$ cat src/rtl/svetofor_phase_monitor_pkg.sv
// Shared phase codes, fault codes and lamp patterns for the stoplight
// controller, the phase monitor and its bench.
package svetofor_phase_monitor_pkg;

  typedef enum logic [2:0] {
    PH_SYNC   = 3'd0,
    PH_RED    = 3'd1,
    PH_REDYEL = 3'd2,
    PH_GREEN  = 3'd3,
    PH_BLINK  = 3'd4,
    PH_YELLOW = 3'd5,
    PH_FAULT  = 3'd7
  } phase_e;

  typedef enum logic [2:0] {
    FC_NONE    = 3'd0,
    FC_PATTERN = 3'd1,
    FC_TRANS   = 3'd2,
    FC_SHORT   = 3'd3,
    FC_LONG    = 3'd4
  } fcode_e;

  // Lamp patterns as {green,yellow,red}, active-low
  localparam logic [2:0] LAMP_RED    = 3'b110;
  localparam logic [2:0] LAMP_REDYEL = 3'b100;
  localparam logic [2:0] LAMP_GREEN  = 3'b011;
  localparam logic [2:0] LAMP_OFF    = 3'b111;
  localparam logic [2:0] LAMP_YELLOW = 3'b101;

  localparam logic [7:0] DEF_RED_TICKS    = 8'd168;
  localparam logic [7:0] DEF_REDYEL_TICKS = 8'd6;
  localparam logic [7:0] DEF_GREEN_TICKS  = 8'd52;
  localparam logic [7:0] DEF_BLINK_TICKS  = 8'd8;
  localparam logic [7:0] DEF_YELLOW_TICKS = 8'd6;
  localparam logic [7:0] DEF_TOL          = 8'd2;

  function automatic logic lamp_legal(
    input logic [2:0] l
  );
    logic ok;
    ok = 1'b0;
    unique case (1'b1)
      (l == LAMP_RED):    ok = 1'b1;
      (l == LAMP_REDYEL): ok = 1'b1;
      (l == LAMP_GREEN):  ok = 1'b1;
      (l == LAMP_OFF):    ok = 1'b1;
      (l == LAMP_YELLOW): ok = 1'b1;
      default:            ok = 1'b0;
    endcase
    return ok;
  endfunction

endpackage

$ cat src/rtl/svetofor_phase_monitor_if.sv
// Lamp inputs, fault clear and decoded status of the phase monitor.
// master = controller/observer side, slave = monitor.
interface svetofor_phase_monitor_if;

  logic        red;
  logic        yellow;
  logic        green;
  logic        fault_clr;
  logic [2:0]  phase;
  logic        fault;
  logic [2:0]  fault_code;
  logic [7:0]  dwell;
  logic [15:0] cycle_count;
  logic        ped_walk;
  logic        ped_stop;

  modport master (
    output red,
    output yellow,
    output green,
    output fault_clr,
    input  phase,
    input  fault,
    input  fault_code,
    input  dwell,
    input  cycle_count,
    input  ped_walk,
    input  ped_stop
  );

  modport slave (
    input  red,
    input  yellow,
    input  green,
    input  fault_clr,
    output phase,
    output fault,
    output fault_code,
    output dwell,
    output cycle_count,
    output ped_walk,
    output ped_stop
  );

endinterface

$ cat src/rtl/svetofor_dwell_timer.sv
// Saturating 8-bit dwell counter with clear/restart/hold controls and
// short/long flags against an expected dwell +/- tolerance.
module svetofor_dwell_timer (
  input  logic       clk_i,
  input  logic       rst_ni,
  input  logic       clear_i,
  input  logic       restart_i,
  input  logic       hold_i,
  input  logic [7:0] exp_i,
  input  logic [7:0] tol_i,
  output logic [7:0] cnt_o,
  output logic       short_o,
  output logic       long_o
);

  logic [7:0] cnt_q;
  logic [7:0] cnt_d;
  logic [7:0] cnt_inc;
  logic [8:0] lo;
  logic [8:0] hi;

  always_comb begin
    cnt_inc = (cnt_q == 8'hFF) ? 8'hFF : cnt_q + 8'd1;
    hi = {1'b0, exp_i} + {1'b0, tol_i};
    lo = (exp_i < tol_i) ? 9'd0
                         : {1'b0, exp_i} - {1'b0, tol_i};
  end

  // long looks at the value the counter is about to take, so the
  // fault lands on the very tick the limit is crossed
  assign short_o = {1'b0, cnt_q} < lo;
  assign long_o  = {1'b0, cnt_inc} > hi;
  assign cnt_o   = cnt_q;

  always_comb begin
    cnt_d = cnt_inc;
    if (clear_i)        cnt_d = 8'd0;
    else if (restart_i) cnt_d = 8'd1;
    else if (hold_i)    cnt_d = cnt_q;
  end

  always_ff @(posedge clk_i or negedge rst_ni) begin
    if (!rst_ni) cnt_q <= 8'd0;
    else         cnt_q <= cnt_d;
  end

endmodule

$ cat src/rtl/svetofor_phase_monitor.sv
// Decodes the stoplight lamp lines back into a phase, checks phase order
// and dwell times, latches the first fault, counts completed cycles.
module svetofor_phase_monitor
  import svetofor_phase_monitor_pkg::*;
#(
  parameter logic [7:0] RED_TICKS    = DEF_RED_TICKS,
  parameter logic [7:0] REDYEL_TICKS = DEF_REDYEL_TICKS,
  parameter logic [7:0] GREEN_TICKS  = DEF_GREEN_TICKS,
  parameter logic [7:0] BLINK_TICKS  = DEF_BLINK_TICKS,
  parameter logic [7:0] YELLOW_TICKS = DEF_YELLOW_TICKS,
  parameter logic [7:0] TOL          = DEF_TOL
) (
  input  logic                     time_signal,
  input  logic                     reset,
  svetofor_phase_monitor_if.slave  mon
);

  logic [2:0]  lamp_q;
  logic [2:0]  lamp_prev_q;
  phase_e      phase_q;
  phase_e      phase_d;
  logic        fault_q;
  logic        fault_d;
  fcode_e      code_q;
  fcode_e      code_d;
  logic [15:0] cyc_q;
  logic [15:0] cyc_d;

  logic        stay;
  logic        leave;
  phase_e      nxt;
  fcode_e      fc;
  logic        active;
  logic        t_clear;
  logic        t_restart;
  logic        t_hold;
  logic [7:0]  exp_sel;
  logic [7:0]  dwell;
  logic        tmr_short;
  logic        tmr_long;

  always_comb begin
    exp_sel = 8'd0;
    unique case (phase_q)
      PH_RED:    exp_sel = RED_TICKS;
      PH_REDYEL: exp_sel = REDYEL_TICKS;
      PH_GREEN:  exp_sel = GREEN_TICKS;
      PH_BLINK:  exp_sel = BLINK_TICKS;
      PH_YELLOW: exp_sel = YELLOW_TICKS;
      default:   exp_sel = 8'd0;
    endcase
  end

  svetofor_dwell_timer u_timer (
    .clk_i     (time_signal),
    .rst_ni    (reset),
    .clear_i   (t_clear),
    .restart_i (t_restart),
    .hold_i    (t_hold),
    .exp_i     (exp_sel),
    .tol_i     (TOL),
    .cnt_o     (dwell),
    .short_o   (tmr_short),
    .long_o    (tmr_long)
  );

  // Which lamp pattern keeps the phase and which one advances it
  always_comb begin
    stay  = 1'b0;
    leave = 1'b0;
    nxt   = phase_q;
    unique case (phase_q)
      PH_RED: begin
        stay  = (lamp_q == LAMP_RED);
        leave = (lamp_q == LAMP_REDYEL);
        nxt   = PH_REDYEL;
      end
      PH_REDYEL: begin
        stay  = (lamp_q == LAMP_REDYEL);
        leave = (lamp_q == LAMP_GREEN);
        nxt   = PH_GREEN;
      end
      PH_GREEN: begin
        stay  = (lamp_q == LAMP_GREEN);
        leave = (lamp_q == LAMP_OFF);
        nxt   = PH_BLINK;
      end
      PH_BLINK: begin
        stay  = (lamp_q == LAMP_GREEN) ||
                (lamp_q == LAMP_OFF);
        leave = (lamp_q == LAMP_YELLOW);
        nxt   = PH_YELLOW;
      end
      PH_YELLOW: begin
        stay  = (lamp_q == LAMP_YELLOW);
        leave = (lamp_q == LAMP_RED);
        nxt   = PH_RED;
      end
      default: ;
    endcase
  end

  always_comb begin
    phase_d   = phase_q;
    fault_d   = fault_q;
    code_d    = code_q;
    cyc_d     = cyc_q;
    fc        = FC_NONE;
    t_clear   = 1'b0;
    t_restart = 1'b0;
    t_hold    = 1'b0;
    active    = (phase_q != PH_SYNC) &&
                (phase_q != PH_FAULT);

    if (active) begin
      if (!lamp_legal(lamp_q)) begin
        fc = FC_PATTERN;
      end else if (stay) begin
        if (tmr_long) fc = FC_LONG;
      end else if (leave) begin
        if (tmr_short) fc = FC_SHORT;
      end else begin
        fc = FC_TRANS;
      end
    end

    // A fresh fault beats fault_clr; an overrun keeps the count it hit
    if (fc != FC_NONE) begin
      phase_d = PH_FAULT;
      fault_d = 1'b1;
      code_d  = fc;
      t_hold  = (fc != FC_LONG);
    end else if (mon.fault_clr) begin
      phase_d = PH_SYNC;
      fault_d = 1'b0;
      code_d  = FC_NONE;
      t_clear = 1'b1;
    end else if (phase_q == PH_FAULT) begin
      t_hold = 1'b1;
    end else if (phase_q == PH_SYNC) begin
      if (lamp_prev_q == LAMP_RED &&
          lamp_q == LAMP_REDYEL) begin
        phase_d   = PH_REDYEL;
        t_restart = 1'b1;
      end else begin
        t_clear = 1'b1;
      end
    end else if (leave) begin
      phase_d   = nxt;
      t_restart = 1'b1;
      if (phase_q == PH_YELLOW) cyc_d = cyc_q + 16'd1;
    end
  end

  always_ff @(posedge time_signal or negedge reset) begin
    if (!reset) begin
      lamp_q      <= LAMP_OFF;
      lamp_prev_q <= LAMP_OFF;
      phase_q     <= PH_SYNC;
      fault_q     <= 1'b0;
      code_q      <= FC_NONE;
      cyc_q       <= 16'd0;
    end else begin
      lamp_q      <= {mon.green, mon.yellow, mon.red};
      lamp_prev_q <= lamp_q;
      phase_q     <= phase_d;
      fault_q     <= fault_d;
      code_q      <= code_d;
      cyc_q       <= cyc_d;
    end
  end

  assign mon.phase       = phase_q;
  assign mon.fault       = fault_q;
  assign mon.fault_code  = code_q;
  assign mon.dwell       = dwell;
  assign mon.cycle_count = cyc_q;
  assign mon.ped_walk    = (phase_q == PH_RED);
  assign mon.ped_stop    = (phase_q != PH_RED);

endmodule

$ cat src/flat_wrapper.sv
// flat-port wrapper written by rule: the top's interface ports become plain ports
module svetofor_phase_monitor_flat import svetofor_phase_monitor_pkg::*;
#(
  parameter logic [7:0] RED_TICKS    = DEF_RED_TICKS,
  parameter logic [7:0] REDYEL_TICKS = DEF_REDYEL_TICKS,
  parameter logic [7:0] GREEN_TICKS  = DEF_GREEN_TICKS,
  parameter logic [7:0] BLINK_TICKS  = DEF_BLINK_TICKS,
  parameter logic [7:0] YELLOW_TICKS = DEF_YELLOW_TICKS,
  parameter logic [7:0] TOL          = DEF_TOL
)
  (time_signal, reset, mon_red, mon_yellow, mon_green, mon_fault_clr, mon_phase, mon_fault, mon_fault_code, mon_dwell, mon_cycle_count, mon_ped_walk, mon_ped_stop);
  svetofor_phase_monitor_if mon_i ();
  input  logic time_signal;
  input  logic reset;
  input wire logic [$bits(mon_i.red)-1:0] mon_red;
  input wire logic [$bits(mon_i.yellow)-1:0] mon_yellow;
  input wire logic [$bits(mon_i.green)-1:0] mon_green;
  input wire logic [$bits(mon_i.fault_clr)-1:0] mon_fault_clr;
  output wire logic [$bits(mon_i.phase)-1:0] mon_phase;
  output wire logic [$bits(mon_i.fault)-1:0] mon_fault;
  output wire logic [$bits(mon_i.fault_code)-1:0] mon_fault_code;
  output wire logic [$bits(mon_i.dwell)-1:0] mon_dwell;
  output wire logic [$bits(mon_i.cycle_count)-1:0] mon_cycle_count;
  output wire logic [$bits(mon_i.ped_walk)-1:0] mon_ped_walk;
  output wire logic [$bits(mon_i.ped_stop)-1:0] mon_ped_stop;
  assign mon_i.red = mon_red;
  assign mon_i.yellow = mon_yellow;
  assign mon_i.green = mon_green;
  assign mon_i.fault_clr = mon_fault_clr;
  assign mon_phase = mon_i.phase;
  assign mon_fault = mon_i.fault;
  assign mon_fault_code = mon_i.fault_code;
  assign mon_dwell = mon_i.dwell;
  assign mon_cycle_count = mon_i.cycle_count;
  assign mon_ped_walk = mon_i.ped_walk;
  assign mon_ped_stop = mon_i.ped_stop;
  svetofor_phase_monitor #(.RED_TICKS(RED_TICKS), .REDYEL_TICKS(REDYEL_TICKS), .GREEN_TICKS(GREEN_TICKS), .BLINK_TICKS(BLINK_TICKS), .YELLOW_TICKS(YELLOW_TICKS), .TOL(TOL)) u_core (.time_signal(time_signal), .reset(reset), .mon(mon_i));
endmodule
$ cat config.mk
export PLATFORM = sky130hd
export DESIGN_NAME = svetofor_phase_monitor_flat
export DESIGN_NICKNAME = d
export VERILOG_FILES = /design/src/rtl/svetofor_phase_monitor_pkg.sv /design/src/rtl/svetofor_phase_monitor_if.sv /design/src/rtl/svetofor_dwell_timer.sv /design/src/rtl/svetofor_phase_monitor.sv /design/src/flat_wrapper.sv
export SDC_FILE = /design/constraint.sdc
export NUM_CORES = 1
export LEC_CHECK = 0
export ABC_AREA = 1
export CORE_ASPECT_RATIO = 0.75
export CORE_MARGIN = 5
export CORE_UTILIZATION = 40
export CTS_BUF_LIST = sky130_fd_sc_hd__clkbuf_2 sky130_fd_sc_hd__clkbuf_4 sky130_fd_sc_hd__clkbuf_8
export DETAILED_ROUTE_END_ITERATION = 7
export MAX_ROUTING_LAYER = met4
export PLACE_DENSITY = 0.59
export SLEW_MARGIN = 20
export SYNTH_ARGS = -nofsm -noshare
export SYNTH_HDL_FRONTEND = slang
export SYNTH_HIERARCHICAL = 1
export SYNTH_SLANG_ARGS = --single-unit
$ cat constraint.sdc
create_clock -name time_signal -period 4.09 [get_ports time_signal]
set_input_delay 1.0225 -clock time_signal [delete_from_list [all_inputs] [get_ports time_signal]]
set_output_delay 1.0225 -clock time_signal [all_outputs]
set_load 0.01 [all_outputs]
==> summary by stage <==
Status
The flow ran to the end, and the final reports show no timing, DRC or antenna violations.

Clock network
The clock root buffer is sky130_fd_sc_hd__clkbuf_8. The clock sink count is 37. The clock transition at the registers of the reported paths is 80 ps. Buffers inserted to repair hold after CTS numbered 0. The longest clock path from root to sink contains 2 buffers. The clock buffer count from CTS is 5. The depth of the CTS H-tree is 2. At the later pin of the worst-skew pair, clock insertion delay measures 300 ps. The TritonCTS clock tree is built.

Yosys
The cell type contributing the most total cell area after synthesis is sky130_fd_sc_hd__dfrtp_1. The share of the yosys chip area belonging to registers is 0.283. Dividing the synthesized area by the synthesized cell count gives 6.88 um^2. By area the synthesized netlist is led by sky130_fd_sc_hd__dfrtp_1 24%, sky130_fd_sc_hd__nand2_1 13%, sky130_fd_sc_hd__ha_1 13%. The share of synthesized area in the top cell type comes to 0.235. The post-synthesis instance area is 3300 um^2. The synthesized netlist contains 37 unique library cells. The number of warnings issued by yosys is 6. In this run, synthesis inferred 0 flip-flops with an integrated enable. After technology mapping, the gate count stands at 479. After synthesis, the share of flip-flops with an asynchronous set or reset is 1.00.

In this run, synthesis produced a sequential element count of 37. The top flip-flop cell by instance count after synthesis is sky130_fd_sc_hd__dfrtp_1.

Die
The core area is 7950 um^2. Measured along the x axis, the die boundary spans 115 um. The row count is 28. The I/O pin count is 39.

The die is 88.6 um tall. The initial utilization of the core area, before any placement, comes to 0.414. The die covers 10200 um^2.

Layout
The antenna diode count is 0. The area occupied by multi-input gates is 2290 um^2. In the final layout, the share of cells above drive strength 1 is 0.156. Measured on the finished design, the core utilization comes to 0.541. Summing all flip-flop and latch instances after layout gives 937 um^2.

The number of fill cells in the layout is 793. The most common cell after layout, fill and taps aside is sky130_fd_sc_hd__nand2_1. At the end of the flow, the number of nets in the layout was 597. From synthesis to final layout, the design area changed by 30.6%. The library cells used most frequently in the layout, excluding fill and tap cells, are 109 x sky130_fd_sc_hd__nand2_1, 77 x sky130_fd_sc_hd__inv_1, 60 x sky130_fd_sc_hd__nand3_1. The final instance count without filler cells is 662. With fillers left out, the area of the finished cells amounts to 4310 um^2.

Power
For this design the ratio of total power to cell area is 591 nW/um^2. The leakage power is 2.22 nW. VDD sags by at most 474 uV.

Global routing
For this run the aggregate overflow at the end of global routing stands at 0. The global-route wire length before repair is 14.2 mm. The number of antenna violations at the first check in global routing is 0. In the global route stage, overall resource usage came out at 0.183. The pin count of the biggest net entering global routing is 38. The number of global-route vias before repair is 2910.

Place
The routability-driven placement congestion ratio is 0.879. The number of port buffers is 38. The placed instances occupy a cell area of 3880 um^2. The placed cell count is 641. Summed over all nets, the half-perimeter wirelength after detailed placement is 6.96 mm.

Setup path
The element type at the critical path end is a register. At the worst endpoint, the required time is 4280 ps. The signal arrival time at the worst endpoint is 3960 ps. The capture point of the critical path is u_core/u_timer/cnt_o[0]. The kind of start point of the critical path is a register. The peak fanout along the critical path is 6. The worst setup path is of the reg -> reg kind. The most critical setup path has its startpoint at u_core/mon.phase[1]. The slack of the worst reg-to-reg path is 330 ps.

The number of cells on the worst reg-to-reg path is 27. The start of the worst register-to-register path is u_core/mon.phase[1]. The critical register-to-register path endpoint is u_core/u_timer/cnt_o[0].

Worst hold path
The worst hold path class is reg -> reg.

Timing
Summed over all failing endpoints, the final setup total negative slack is 0 ps. The final worst hold slack is 401 ps. The final critical-path share of the clock period is 0.920.

Setup violations remaining at the end of the flow were counted as 0. The max-slew violation count was 0. Headroom to the max-slew limit came out at 0.445.

The maximum clock rate is 0.266 GHz. The final period demand of the worst path is 3760 ps. The worst clock skew is 5.57 ps.

For the pin with the worst max-slew slack, the measured transition is 832 ps. The final hold violation count is 0.

Detailed routing
The first detailed-routing pass took 5 iterations. The count of nets left with antenna violations after detail routing is 0. The detailed router finished its first iteration with 221 violations. The total wire length is 9.07 mm.

The average wire per cell in the routed design is 13.7 um. Using the TritonRoute via totals, the vias-per-cell ratio works out to 5.00. The routed via count is 3307. In the routed design, unresolved DRC markers number 0.

Run
Max-cap violations in this run came to 0.
-- what timing repair did --
item	in CTS	in global routing
pin swaps	0	10
cloned	0	0
gates resized for setup	4	39
setup endpoints to repair	5	29
setup buffers	0	13
-- flip-flops by register name (all words and copies together), names as in the netlist --
name / cells
u_core/lamp_prev_q: 3
u_core/lamp_q: 3
u_core/mon.cycle_count: 16
u_core/mon.fault: 1
u_core/mon.fault_code: 3
u_core/mon.phase: 3
u_core/u_timer/cnt_o: 8
-- cell type report --
type,instances,share of cell area
flip-flops and latches,37,0.218
clock inverters,1,0.00697
multi-input cells,373,0.533
inverters,83,0.0724
repair buffers,56,0.119
well taps,105,0.0305
clock buffers,7,0.0209
-- routing by layer --
metal	up-vias	global-route usage	routed length, um
met5	-	-	0
met4	0	0.0288	79
met3	8	0.0376	486
met2	81	0.255	3830
met1	1543	0.275	4670
li1	1675	-	-
-- critical path, stage by stage, from the launching register on --
cell                       delay [ps]
sky130_fd_sc_hd__dfrtp_2          480
sky130_fd_sc_hd__inv_2            150
sky130_fd_sc_hd__nand3_4          150
sky130_fd_sc_hd__nand2_4          130
sky130_fd_sc_hd__inv_1             60
sky130_fd_sc_hd__fa_1             430
sky130_fd_sc_hd__inv_1             80
sky130_fd_sc_hd__nand3_1           80
sky130_fd_sc_hd__nand2_1           90
sky130_fd_sc_hd__nand2_1           70
sky130_fd_sc_hd__nor2_1           130
sky130_fd_sc_hd__o21ai_0           90
sky130_fd_sc_hd__nand3_1           90
sky130_fd_sc_hd__ha_1             240
sky130_fd_sc_hd__nand2_1           80
sky130_fd_sc_hd__nand2_1           50
sky130_fd_sc_hd__inv_1             70
sky130_fd_sc_hd__a21oi_1           70
sky130_fd_sc_hd__nand2_1           80
sky130_fd_sc_hd__inv_1             40
sky130_fd_sc_hd__nand2_1           60
sky130_fd_sc_hd__nand2_2           90
sky130_fd_sc_hd__nand3_4          130
sky130_fd_sc_hd__nor2_1            80
sky130_fd_sc_hd__nor2_2           200
sky130_fd_sc_hd__nand2_2          130
sky130_fd_sc_hd__o211ai_1         220
sky130_fd_sc_hd__inv_1             60
-- Yosys cell counts, types with 4 or more instances --
library cell and n:
sky130_fd_sc_hd__a21oi_1 17, sky130_fd_sc_hd__dfrtp_1 31, sky130_fd_sc_hd__dfstp_2 6, sky130_fd_sc_hd__ha_1 33, sky130_fd_sc_hd__inv_1 79, sky130_fd_sc_hd__inv_2 4
sky130_fd_sc_hd__nand2_1 116, sky130_fd_sc_hd__nand2_2 5, sky130_fd_sc_hd__nand3_1 66, sky130_fd_sc_hd__nand3_2 7, sky130_fd_sc_hd__nand4_1 13, sky130_fd_sc_hd__nor2_1 42
sky130_fd_sc_hd__nor3_1 7, sky130_fd_sc_hd__o21ai_0 16, sky130_fd_sc_hd__xor2_1 8
-- how the worst min path moves through the flow --
stage                     start                     to  slack (ps)  cells after the start
3_3_place_gp   u_core/lamp_q[2]  u_core/lamp_prev_q[2]         390                      0
5_1_grt        u_core/lamp_q[0]  u_core/lamp_prev_q[0]         410                      0
6_report       u_core/lamp_q[2]  u_core/lamp_prev_q[2]         400                      0
3_5_place_dp   u_core/lamp_q[1]  u_core/lamp_prev_q[1]         390                      0
4_1_cts        u_core/lamp_q[2]  u_core/lamp_prev_q[2]         400                      0
2_1_floorplan  u_core/lamp_q[2]  u_core/lamp_prev_q[2]         380                      0
-- cell families after synthesis --
| group | share of synthesized area |
|---|---|
| AOI/OAI and AO/OA | 0.0737 |
| xor gates and xnor gates | 0.0239 |
| adders and majority gates | 0.137 |
| buffers and inverters | 0.106 |
| DFF | 0.283 |
| other | 0.00228 |
| and+or+nand+nor | 0.374 |
-- where the power goes --
group | total, mW | leakage [nW] | internal [mW] | switching, mW
sequential | 0.518 | 0.474 | 0.423 | 0.0954
clock | 0.339 | 0.0619 | 0.205 | 0.134
combinational | 1.69 | 1.69 | 0.689 | 1.00
total | 2.55 | 2.22 | 1.32 | 1.23
-- through the flow --
stage	worst slack (ps)	power, mW
after floorplan	479	1.46
after global placement	69.4	1.86
after detailed placement	-19.7	1.89
after CTS	11.8	2.24
after global routing	-40.7	2.78
final	325	2.55
(Power assumes the default switching activity.)
